## src/rtl/sdram_pattern_tester_if.sv

```systemverilog
// Burst request/response bus between the pattern tester and the SDRAM controller.
interface sdram_pattern_tester_if #(
  parameter int unsigned AW     = 25,
  parameter int unsigned DWIDTH = 16
);
  logic [AW-1:0]     wr_addr;
  logic [DWIDTH-1:0] wr_data;
  logic [3:0]        wr_len;
  logic              wr_req;
  logic              wr_ack;
  logic [AW-1:0]     rd_addr;
  logic [3:0]        rd_len;
  logic              rd_req;
  logic              rd_ack;
  logic              rd_rdy;
  logic [DWIDTH-1:0] rd_data;

  modport master (
    output wr_addr, wr_data, wr_len, wr_req, rd_addr, rd_len, rd_req,
    input  wr_ack, rd_ack, rd_rdy, rd_data
  );

  modport slave (
    input  wr_addr, wr_data, wr_len, wr_req, rd_addr, rd_len, rd_req,
    output wr_ack, rd_ack, rd_rdy, rd_data
  );
endinterface

```

## src/rtl/sdram_pattern_tester.sv

```systemverilog
// Memory pattern generator/checker: writes a pattern over a region in bursts,
// reads it back, counts mismatches and captures the first failing word.
module sdram_pattern_tester #(
  parameter int unsigned     BANKBITS  = 2,
  parameter int unsigned     ROWBITS   = 13,
  parameter int unsigned     COLBITS   = 10,
  parameter int unsigned     DWIDTH    = 16,
  parameter int unsigned     BURST     = 4,
  parameter longint unsigned LAST_ADDR = (64'd1 << (BANKBITS + ROWBITS + COLBITS)) - 64'd1
) (
  input  logic                                 clk,
  input  logic                                 reset_n,
  input  logic                                 start,
  input  logic [1:0]                           mode,
  input  logic                                 loop,
  input  logic [DWIDTH-1:0]                    seed,
  output logic                                 busy,
  output logic                                 done,
  output logic                                 error,
  output logic [15:0]                          err_count,
  output logic [BANKBITS+ROWBITS+COLBITS-1:0]  err_addr,
  output logic [DWIDTH-1:0]                    err_exp,
  output logic [DWIDTH-1:0]                    err_got,
  output logic [15:0]                          pass_count,
  sdram_pattern_tester_if.master               bus
);

  localparam int unsigned AW         = BANKBITS + ROWBITS + COLBITS;
  localparam int unsigned CW         = 5;
  localparam logic [AW-1:0] LAST_BURST = AW'(LAST_ADDR + 64'd1 - 64'(BURST));
  localparam logic [AW-1:0] BSTEP    = AW'(BURST);
  localparam logic [CW-1:0] BLAST    = CW'(BURST - 1);
  localparam logic [15:0]   TAPS     = 16'hB400;

  typedef enum logic [2:0] {S_IDLE, S_WR, S_WGAP, S_RD, S_RGAP, S_FIN, S_DONE} state_t;

  function automatic logic [15:0] lfsr_step(input logic [15:0] s);
    return s[0] ? ((s >> 1) ^ TAPS) : (s >> 1);
  endfunction

  function automatic logic [15:0] lfsr_seed(input logic [DWIDTH-1:0] sd);
    logic [15:0] s;
    s = 16'(sd);
    return (s == 16'd0) ? 16'd1 : s;
  endfunction

  function automatic logic [DWIDTH-1:0] pattern(input logic [1:0] m, input logic [AW-1:0] a,
                                                input logic [15:0] lf);
    logic [DWIDTH-1:0] f;
    f = DWIDTH'(a) ^ DWIDTH'(a >> DWIDTH);
    case (m)
      2'd0:    pattern = f;
      2'd1:    pattern = ~f;
      2'd2:    pattern = DWIDTH'(lf);
      default: pattern = DWIDTH'(1) << (a % AW'(DWIDTH));
    endcase
  endfunction

  state_t            state;
  logic [1:0]        mode_q;
  logic [DWIDTH-1:0] seed_q;
  logic [15:0]       wr_lf;
  logic [15:0]       rd_lf;
  logic [AW-1:0]     wa;
  logic [AW-1:0]     chk_addr;
  logic [CW-1:0]     wcnt;
  logic [CW-1:0]     rcnt;
  logic              rd_out;
  logic              s1_v;
  logic              s1_stray;
  logic [DWIDTH-1:0] s1_data;
  logic [DWIDTH-1:0] s1_exp;
  logic [AW-1:0]     s1_addr;

  logic              burst_act;
  logic              take;
  logic              mism;
  logic              restart;
  logic [DWIDTH-1:0] exp_c;
  logic [DWIDTH-1:0] wr_next;
  logic [DWIDTH-1:0] first_word;

  assign bus.wr_len = 4'(BURST - 1);
  assign bus.rd_len = 4'(BURST - 1);

  // A word belongs to a burst from the cycle its request is acknowledged.
  assign burst_act  = rd_out | (bus.rd_req & bus.rd_ack);
  assign take       = bus.rd_rdy & burst_act;
  assign mism       = s1_v & (s1_stray | (s1_data != s1_exp));
  assign restart    = (((state == S_IDLE) || (state == S_DONE)) && start) ||
                      ((state == S_FIN) && loop);
  assign exp_c      = pattern(mode_q, chk_addr, rd_lf);
  assign wr_next    = pattern(mode_q, wa + AW'(1), lfsr_step(wr_lf));
  assign first_word = pattern(mode, '0, lfsr_seed(seed));

  always_ff @(posedge clk or negedge reset_n) begin
    if (!reset_n) begin
      state       <= S_IDLE;
      mode_q      <= '0;
      seed_q      <= '0;
      wr_lf       <= '0;
      rd_lf       <= '0;
      wa          <= '0;
      chk_addr    <= '0;
      wcnt        <= '0;
      rcnt        <= '0;
      rd_out      <= 1'b0;
      s1_v        <= 1'b0;
      s1_stray    <= 1'b0;
      s1_data     <= '0;
      s1_exp      <= '0;
      s1_addr     <= '0;
      busy        <= 1'b0;
      done        <= 1'b0;
      error       <= 1'b0;
      err_count   <= '0;
      err_addr    <= '0;
      err_exp     <= '0;
      err_got     <= '0;
      pass_count  <= '0;
      bus.wr_addr <= '0;
      bus.wr_data <= '0;
      bus.wr_req  <= 1'b0;
      bus.rd_addr <= '0;
      bus.rd_req  <= 1'b0;
    end else begin
      // Capture stage: register the returned word with its expected value.
      s1_v <= bus.rd_rdy;
      if (bus.rd_rdy) begin
        s1_stray <= ~burst_act;
        s1_data  <= bus.rd_data;
        s1_exp   <= exp_c;
        s1_addr  <= chk_addr;
      end
      if (take) begin
        chk_addr <= chk_addr + AW'(1);
        rd_lf    <= lfsr_step(rd_lf);
      end

      // Compare stage.
      if (mism) begin
        if (err_count != 16'hFFFF) err_count <= err_count + 16'd1;
        if (!error) begin
          error    <= 1'b1;
          err_addr <= s1_addr;
          err_exp  <= s1_exp;
          err_got  <= s1_data;
        end
      end

      case (state)
        S_IDLE, S_DONE: begin
          if (start) begin
            busy       <= 1'b1;
            done       <= 1'b0;
            error      <= 1'b0;
            err_count  <= '0;
            err_addr   <= '0;
            err_exp    <= '0;
            err_got    <= '0;
            pass_count <= '0;
          end
        end
        S_WR: begin
          if (bus.wr_req && bus.wr_ack) begin
            bus.wr_data <= wr_next;
            wr_lf       <= lfsr_step(wr_lf);
            wa          <= wa + AW'(1);
            if (wcnt == BLAST) begin
              wcnt       <= '0;
              bus.wr_req <= 1'b0;
              state      <= S_WGAP;
            end else begin
              wcnt <= wcnt + CW'(1);
            end
          end
        end
        S_WGAP: begin
          if (bus.wr_addr == LAST_BURST) begin
            bus.rd_addr <= '0;
            bus.rd_req  <= 1'b1;
            rd_lf       <= lfsr_seed(seed_q);
            chk_addr    <= '0;
            state       <= S_RD;
          end else begin
            bus.wr_addr <= bus.wr_addr + BSTEP;
            bus.wr_req  <= 1'b1;
            state       <= S_WR;
          end
        end
        S_RD: begin
          if (bus.rd_req && bus.rd_ack) begin
            bus.rd_req <= 1'b0;
            rd_out     <= 1'b1;
          end
          if (take) begin
            if (rcnt == BLAST) begin
              rcnt   <= '0;
              rd_out <= 1'b0;
              state  <= (bus.rd_addr == LAST_BURST) ? S_FIN : S_RGAP;
            end else begin
              rcnt <= rcnt + CW'(1);
            end
          end
        end
        S_RGAP: begin
          bus.rd_addr <= bus.rd_addr + BSTEP;
          bus.rd_req  <= 1'b1;
          state       <= S_RD;
        end
        S_FIN: begin
          pass_count <= pass_count + 16'd1;
          if (!loop) begin
            busy  <= 1'b0;
            done  <= 1'b1;
            state <= S_DONE;
          end
        end
        default: state <= S_IDLE;
      endcase

      // New pass: relatch pattern controls and present the first write word.
      if (restart) begin
        mode_q      <= mode;
        seed_q      <= seed;
        wr_lf       <= lfsr_seed(seed);
        wa          <= '0;
        wcnt        <= '0;
        bus.wr_addr <= '0;
        bus.wr_data <= first_word;
        bus.wr_req  <= 1'b1;
        state       <= S_WR;
      end
    end
  end

endmodule

```

## src/flat_wrapper.sv

```systemverilog
// flat-port wrapper written by rule: the top's interface ports become plain ports
module sdram_pattern_tester_flat 
#(
  parameter int unsigned     BANKBITS  = 2,
  parameter int unsigned     ROWBITS   = 13,
  parameter int unsigned     COLBITS   = 10,
  parameter int unsigned     DWIDTH    = 16,
  parameter int unsigned     BURST     = 4,
  parameter longint unsigned LAST_ADDR = (64'd1 << (BANKBITS + ROWBITS + COLBITS)) - 64'd1
)
  (clk, reset_n, start, mode, loop, seed, busy, done, error, err_count, err_addr, err_exp, err_got, pass_count, bus_wr_addr, bus_wr_data, bus_wr_len, bus_wr_req, bus_rd_addr, bus_rd_len, bus_rd_req, bus_wr_ack, bus_rd_ack, bus_rd_rdy, bus_rd_data);
  sdram_pattern_tester_if #(.AW(25), .DWIDTH(DWIDTH)) bus_i ();
  input  logic clk;
  input  logic reset_n;
  input  logic start;
  input  logic [1:0] mode;
  input  logic loop;
  input  logic [DWIDTH-1:0] seed;
  output logic busy;
  output logic done;
  output logic error;
  output logic [15:0] err_count;
  output logic [BANKBITS+ROWBITS+COLBITS-1:0] err_addr;
  output logic [DWIDTH-1:0] err_exp;
  output logic [DWIDTH-1:0] err_got;
  output logic [15:0] pass_count;
  output wire logic [$bits(bus_i.wr_addr)-1:0] bus_wr_addr;
  output wire logic [$bits(bus_i.wr_data)-1:0] bus_wr_data;
  output wire logic [$bits(bus_i.wr_len)-1:0] bus_wr_len;
  output wire logic [$bits(bus_i.wr_req)-1:0] bus_wr_req;
  output wire logic [$bits(bus_i.rd_addr)-1:0] bus_rd_addr;
  output wire logic [$bits(bus_i.rd_len)-1:0] bus_rd_len;
  output wire logic [$bits(bus_i.rd_req)-1:0] bus_rd_req;
  input wire logic [$bits(bus_i.wr_ack)-1:0] bus_wr_ack;
  input wire logic [$bits(bus_i.rd_ack)-1:0] bus_rd_ack;
  input wire logic [$bits(bus_i.rd_rdy)-1:0] bus_rd_rdy;
  input wire logic [$bits(bus_i.rd_data)-1:0] bus_rd_data;
  assign bus_wr_addr = bus_i.wr_addr;
  assign bus_wr_data = bus_i.wr_data;
  assign bus_wr_len = bus_i.wr_len;
  assign bus_wr_req = bus_i.wr_req;
  assign bus_rd_addr = bus_i.rd_addr;
  assign bus_rd_len = bus_i.rd_len;
  assign bus_rd_req = bus_i.rd_req;
  assign bus_i.wr_ack = bus_wr_ack;
  assign bus_i.rd_ack = bus_rd_ack;
  assign bus_i.rd_rdy = bus_rd_rdy;
  assign bus_i.rd_data = bus_rd_data;
  sdram_pattern_tester #(.BANKBITS(BANKBITS), .ROWBITS(ROWBITS), .COLBITS(COLBITS), .DWIDTH(DWIDTH), .BURST(BURST), .LAST_ADDR(LAST_ADDR)) u_core (.clk(clk), .reset_n(reset_n), .start(start), .mode(mode), .loop(loop), .seed(seed), .busy(busy), .done(done), .error(error), .err_count(err_count), .err_addr(err_addr), .err_exp(err_exp), .err_got(err_got), .pass_count(pass_count), .bus(bus_i));
endmodule
```

## config.mk

```make
export PLATFORM = sky130hd
export DESIGN_NAME = sdram_pattern_tester_flat
export DESIGN_NICKNAME = d
export VERILOG_FILES = /design/src/rtl/sdram_pattern_tester_if.sv /design/src/rtl/sdram_pattern_tester.sv /design/src/flat_wrapper.sv
export SDC_FILE = /design/constraint.sdc
export NUM_CORES = 1
export LEC_CHECK = 0
export ABC_AREA = 1
export CAP_MARGIN = 20
export CORE_MARGIN = 2
export CORE_UTILIZATION = 49
export DETAILED_ROUTE_END_ITERATION = 8
export HOLD_SLACK_MARGIN = 0.08
export PLACE_DENSITY = 0.75
export SLEW_MARGIN = 20
export SYNTH_ARGS = -nofsm -noshare
export SYNTH_HDL_FRONTEND = slang
export SYNTH_SLANG_ARGS = --single-unit
export TNS_END_PERCENT = 100
```

## constraint.sdc

```tcl
create_clock -name clk -period 2.55 [get_ports clk]
set_input_delay 0.51 -clock clk [delete_from_list [all_inputs] [get_ports clk]]
set_output_delay 0.51 -clock clk [all_outputs]
set_load 0.05 [all_outputs]
```

==> impl_metrics.env, run 1 <==
export IMPL_status="complete, no violations"
export IMPL_synthArstFlopShare=1.00
export IMPL_post_drt_wl_per_cell_um=17.4
export IMPL_start_util=0.493
export IMPL_track_usage=0.274
export IMPL_slew_violations=0
export IMPL_area_growth_synth_to_final_pct=22.6
export IMPL_grt_pass1_vias=15400
export IMPL_rows=69
export IMPL_critical_path_buf_inv_count=1
export IMPL_port_buffer_count=196
export IMPL_synth_edf_count=0
export IMPL_grt_pass1_wl_mm=81.4
export IMPL_ys_types=57
export IMPL_clockBufferDepth=3
export IMPL_worstSetupPathType="register to primary output"
export IMPL_worstSetupStartpointType="register"
export IMPL_insertion_delay_ns=0.52
export IMPL_synth_area_leaders="dfrtp_1, nand2_1, o21ai_0, nor2_1, inv_1"
export IMPL_antenna_left=0
export IMPL_gp_congestion=0.959
export IMPL_arrival_ns=1.88
export IMPL_antenna_cells=0
export IMPL_grt_ovfl_total=0
export IMPL_via_count=16300
export IMPL_worst_slack_ns=0.158
export IMPL_place_ws_ns=-0.0743
export IMPL_crit_path_top_delay_cell="clkdlybuf4s50_1"
export IMPL_die_height_um=193
export IMPL_synthCells=2228
export IMPL_post_cts_buffers=0
export IMPL_placeableCoreArea_um2=35300
export IMPL_clock_sinks=329
export IMPL_crit_fanout=7
export IMPL_grt_setup_unrepaired="false"
export IMPL_final_hold_viol_count=0
export IMPL_ys_ff_latch=329
export IMPL_leakagePower_nw=9.77
export IMPL_root_buffer="clkbuf_16"
export IMPL_syn_area_um2=17400
export IMPL_tritoncts="yes"
export IMPL_yosysWarnings=0
export IMPL_yosysTopAreaCell="dfrtp_1"
export IMPL_fin_nets=2488
export IMPL_fmax_ghz=0.418
export IMPL_cpPeakStageDelay_ns=0.86
export IMPL_die_area_um2=37100
export IMPL_finalWirelength_mm=50.9
export IMPL_num_io_pins=209
export IMPL_required_ns=2.04
export IMPL_drive_gt1_frac=0.0676
export IMPL_fin_skew_ns=0.0140
export IMPL_synth_top_area_frac=0.473
export IMPL_finalNonFillerCells=2917
export IMPL_hp_class="input pin to asynchronous set/reset pin"
export IMPL_setup_worst_path_end_class="primary output"
export IMPL_remaining_drc_errors=0
export IMPL_maxSlewHeadroom=0.550
export IMPL_cts_max_level=2
export IMPL_p_per_area_nw_per_um2=1170
export IMPL_cts_made_buffers=37
export IMPL_setup_viol=0
export IMPL_drv_cap=0
export IMPL_period_share=0.938
export IMPL_synth_avg_cell_area_um2=7.81
export IMPL_dpl_hpwl_mm=36.5
export IMPL_cpLargestDelayFamily="buffers and inverters"
export IMPL_ir_drop_mv=1.06
export IMPL_synth_ff_type="dfrtp_1"
export IMPL_antenna_found_initial=0
export IMPL_first_pass_iters=6
export IMPL_die_x_um=193
export IMPL_grt_max_degree=101
export IMPL_timing_hold_ws_ns=0.449
export IMPL_worst_slew_pin_slew_ns=0.673
export IMPL_cp_cell_sequence="clkdlybuf4s50_1"
export IMPL_regToRegSetupSlack_ns=0.21
export IMPL_first_iter_violations=1595
export IMPL_viasPerCell=5.59
export IMPL_finalCriticalPeriod_ns=2.39
export IMPL_dp_cells=2849
export IMPL_clk_pin_slew_ns=0.06
export IMPL_ys_seq_area_frac=0.473
==> power breakdown <==
group          internal, W  leakage, nW  total [W]  switching [W]
sequential         0.00682         4.19    0.00824        0.00142
combinational      0.00355         4.94     0.0110        0.00749
clock              0.00360        0.644    0.00577        0.00217
==> per-layer routing <==
metal / track usage / share of wire / vias up
met5: 0 / 0 / -
met4: 0.102 / 0.039 / 0
li1: - / - / 7705
met2: 0.432 / 0.45 / 703
met3: 0.0393 / 0.072 / 112
met1: 0.384 / 0.44 / 7789
==> cell usage after synthesis (3+ instances only) <==
cell and count:
nor3_1 35, mux2i_1 5, nor4_1 18, buf_2 26, nor2_2 10, o21a_1 4
nor2_1 254, a31oi_1 11, o22ai_1 26, o21ai_1 10, o311ai_0 4, nor2_8 3
buf_4 18, a221oi_1 5, o221ai_1 11, xor2_1 51, inv_1 231, nor2_4 6
o211ai_1 17, or2_2 10, buf_1 3, xnor2_1 16, o31ai_1 16, o21ai_0 205
nand4_1 38, ha_1 19, clkbuf_1 51, nand2_2 6, nand2_1 526, a22oi_1 17
dfrtp_1 329, inv_2 12, a21oi_1 96, a211oi_1 6, nand3_1 104
==> logic make-up after synthesis <==
logic type / Yosys count / synth area share
adder cells (fa/ha/maj): 19 / 0.0137
AND/OR/NAND/NOR: 1019 / 0.249
buffers and inverters: 344 / 0.0806
multiplexers: 5 / 0.00287
flip-flops: 329 / 0.473
XOR/XNOR: 68 / 0.0350
other: 2 / 0.000431
AO/OA/AOI/OAI: 442 / 0.145
==> worst paths after layout <==
| path | start | to | depth (start not counted) |
|---|---|---|---|
| min in group clk | u_core.s1_addr[16] | u_core.s1_addr[16] | 2 |
| max | u_core.bus.wr_addr[16] | bus_wr_addr[16] | 1 |
| min reg2reg | u_core.s1_addr[16] | u_core.s1_addr[16] | 2 |
| max in group asynchronous | reset_n | u_core.bus.rd_addr[9] | 3 |
| max reg2reg | u_core.state[2] | u_core.bus.wr_data[13] | 12 |
| min | reset_n | u_core.err_addr[12] | 2 |
==> layout by cell type, fill, tap and decap left out, types with 6 or more instances in the layout <==
cell	count
clkdlybuf4s50_1	195
clkbuf_1	9
nand3_1	104
a21oi_1	96
nand4_1	38
o211ai_1	17
o221ai_1	11
inv_2	12
o21ai_1	10
conb_1	12
nand2_1	526
bufinv_16	7
o21ai_0	205
a31oi_1	11
nor2_2	10
a22oi_1	17
xor2_1	51
buf_12	8
buf_4	45
clkinv_2	6
xnor2_1	16
nor4_1	18
a211oi_1	6
nor2_1	253
nand2_2	6
or2_2	10
nor3_1	34
nor2_4	7
ha_1	19
inv_1	230
o22ai_1	26
o31ai_1	16
clkbuf_16	38
dfrtp_1	329
==> registers in the layout, summed over array words and instances, names as in the netlist, 23 cells and up <==
| name | flops |
|---|---|
| u_core.bus.wr_addr | 23 |
| u_core.err_addr | 25 |
| u_core.chk_addr | 25 |
| u_core.s1_addr | 25 |
| u_core.bus.rd_addr | 23 |
| u_core.wa | 25 |
==> stage by stage <==
step	cell area (um^2)	util	setup TNS, ns	total power (W)
global route	21400	0.605	0	0.0265
CTS	21300	0.605	0	0.0250
global placement	20000	0.567	-0.349	0.0189
floorplan	17400	-	0	0.0154
detailed placement	20000	0.567	-0.469	0.0192
finish	21400	0.605	0	0.0251
==> what timing repair did <==
| item | in CTS | in global routing |
|---|---|---|
| endpoints found under the hold margin | 26 | 0 |
| gates resized for setup | 0 | 3 |
| hold buffers | 1 | 0 |
| setup endpoints to repair | 0 | 2 |
==> cell type report <==
| cell class | count | area [um^2] |
|---|---|---|
| Fill cell | 3114 | 14000 |
| Tap cell | 461 | 577 |
| Multi-Input combinational cell | 1565 | 7830 |
| Inverter | 245 | 927 |
| Timing Repair Buffer | 250 | 2470 |
| Sequential cell | 329 | 8230 |
| Clock buffer | 52 | 1050 |
| Clock inverter | 15 | 264 |
Note: power is estimated with default switching activity, not from simulation.
==> run 2: changes to the inputs <==
Settings changed: PLACE_DENSITY 0.75 to 0.7.
==> run 2 against run 1 <==
Compared with the run above: critical path depth unchanged; cell area decreased by 0.21%; hold slack improved by 0.025 ns; wire length decreased by 0.75%; setup slack got worse by 0.034 ns; global-route usage increased by 0.085 points; first-iteration DRC count increased by 1.4%; total power decreased by 1.6%; non-clock buffer count increased by 5.
==> impl_metrics.env, run 2 (synthesis gave the netlist of run 1 again) <==
export IMPL_antenna_cells=0
export IMPL_reg2reg_to="u_core.bus.rd_req"
export IMPL_final_common_cell="nand2_1"
export IMPL_start_util=0.493
export IMPL_post_drt_wl_per_cell_um=17.3
export IMPL_post_cts_buffers=0
export IMPL_worst_slack_ns=0.124
export IMPL_first_iter_violations=1617
export IMPL_p_per_area_nw_per_um2=1160
export IMPL_fmax_ghz=0.412
export IMPL_crit_start="u_core.bus.wr_addr[2]"
export IMPL_fin_area_um2=21300
export IMPL_track_usage=0.275
export IMPL_root_buffer="clkbuf_16"
export IMPL_num_io_pins=209
export IMPL_cpPeakStageDelay_ns=0.87
export IMPL_grt_max_degree=68
export IMPL_fill_cells=3146
export IMPL_clockBufferDepth=3
export IMPL_status="complete, no violations"
export IMPL_endpoint="bus_wr_addr[2]"
export IMPL_finalNonFillerCells=2921
export IMPL_finalCriticalPeriod_ns=2.43
export IMPL_grt_ovfl_total=0
export IMPL_antenna_left=0
export IMPL_worstSetupPathType="register to primary output"
export IMPL_viasPerCell=5.54
export IMPL_grt_pass1_vias=15300
export IMPL_final_hold_viol_count=0
export IMPL_rr_worst_depth=9
export IMPL_ir_drop_mv=1.07
export IMPL_cp_cell_sequence="clkdlybuf4s50_1"
export IMPL_final_cell_mix="nand2_1, dfrtp_1, nor2_1"
export IMPL_dpl_hpwl_mm=36.8
export IMPL_grt_setup_unrepaired="false"
export IMPL_drv_cap=0
export IMPL_die_x_um=193
export IMPL_die_area_um2=37100
export IMPL_setup_viol=0
export IMPL_clock_sinks=329
export IMPL_cts_max_level=2
export IMPL_fin_nets=2493
export IMPL_placed_area_um2=20100
export IMPL_critical_path_buf_inv_count=1
export IMPL_gp_congestion=0.927
export IMPL_slew_violations=0
export IMPL_period_share=0.952
export IMPL_via_count=16200
export IMPL_first_pass_iters=6
export IMPL_regToRegSetupSlack_ns=0.21
export IMPL_remaining_drc_errors=0
export IMPL_arrival_ns=1.92
export IMPL_tritoncts="yes"
export IMPL_leakagePower_nw=9.76
export IMPL_hp_class="register to register"
export IMPL_regArea_um2=8230
export IMPL_crit_path_top_delay_cell="clkdlybuf4s50_1"
export IMPL_insertion_delay_ns=0.52
export IMPL_grt_pass1_wl_mm=81.3
export IMPL_maxSlewHeadroom=0.572
export IMPL_worstReg2RegStart="u_core.bus.wr_addr[2]"
export IMPL_crit_fanout=8
export IMPL_die_height_um=193
export IMPL_cts_made_buffers=37
export IMPL_finalWirelength_mm=50.5
export IMPL_place_ws_ns=0.0508
export IMPL_cpLargestDelayFamily="buffers and inverters"
export IMPL_multi_input_area_um2=7820
export IMPL_crit_cells=1
export IMPL_port_buffer_count=196
export IMPL_clk_pin_slew_ns=0.06
export IMPL_drive_gt1_frac=0.0691
export IMPL_required_ns=2.04
export IMPL_dp_cells=2854
export IMPL_worst_slew_pin_slew_ns=0.639
export IMPL_setup_worst_path_end_class="primary output"
export IMPL_area_growth_synth_to_final_pct=22.4
export IMPL_antenna_found_initial=0
export IMPL_finalSetupTns_ns=0
export IMPL_fin_skew_ns=0.0101
export IMPL_placeableCoreArea_um2=35300
export IMPL_rows=69
export IMPL_worstSetupStartpointType="register"
export IMPL_fin_total_pwr_w=0.0247
## run 2: final cells by class
cell class,instances,area share
Clock buffer,54,0.0512
Clock inverter,12,0.00710
Inverter,245,0.0434
Multi-Input combinational cell,1565,0.367
Sequential cell,329,0.386
Tap cell,461,0.0271
Timing Repair Buffer,255,0.118
## run 2: power breakdown
part	total [W]	switching, W	internal (W)
Combinational	0.0110	0.00743	0.00354
Sequential	0.00823	0.00141	0.00682
Clock	0.00545	0.00217	0.00328
## run 2: through the flow
step | util | hold WS [ns]
after floorplan | - | 0.214
after global placement | 0.568 | 0.458
after detailed placement | 0.568 | 0.460
after CTS | 0.603 | 0.478
after global routing | 0.603 | 0.497
final | 0.603 | 0.474
## run 2: timing repair
item                      4_1_cts  5_1_grt
resized for setup               0        0
hold endpoints to repair       53        0
hold buffers                    1        0
## run 2: how the worst min path moves through the flow
| stage | start | end | cells after the start |
|---|---|---|---|
| floorplan | reset_n | u_core.bus.rd_addr[10] | 0 |
| global placement | u_core.s1_addr[23] | u_core.s1_addr[23] | 2 |
| detailed placement | u_core.s1_addr[23] | u_core.s1_addr[23] | 2 |
| CTS | u_core.s1_addr[18] | u_core.s1_addr[18] | 2 |
| global route | u_core.s1_addr[17] | u_core.s1_addr[17] | 2 |
| finish | u_core.rcnt[4] | u_core.rcnt[4] | 1 |
## run 2: layer usage
layer / up-vias / GRT usage / part of all wire
li1: 7727 / - / -
met4: 0 / 0.0837 / 0.028
met3: 83 / 0.0367 / 0.073
met5: - / 0 / 0
met1: 7712 / 0.391 / 0.44
met2: 653 / 0.438 / 0.46
==> run 3: changes to the inputs <==
Settings changed: SLEW_MARGIN 20 to 30.
==> results of run 3 <==
Final layout, timing and power as in run 2 (identical DEF).
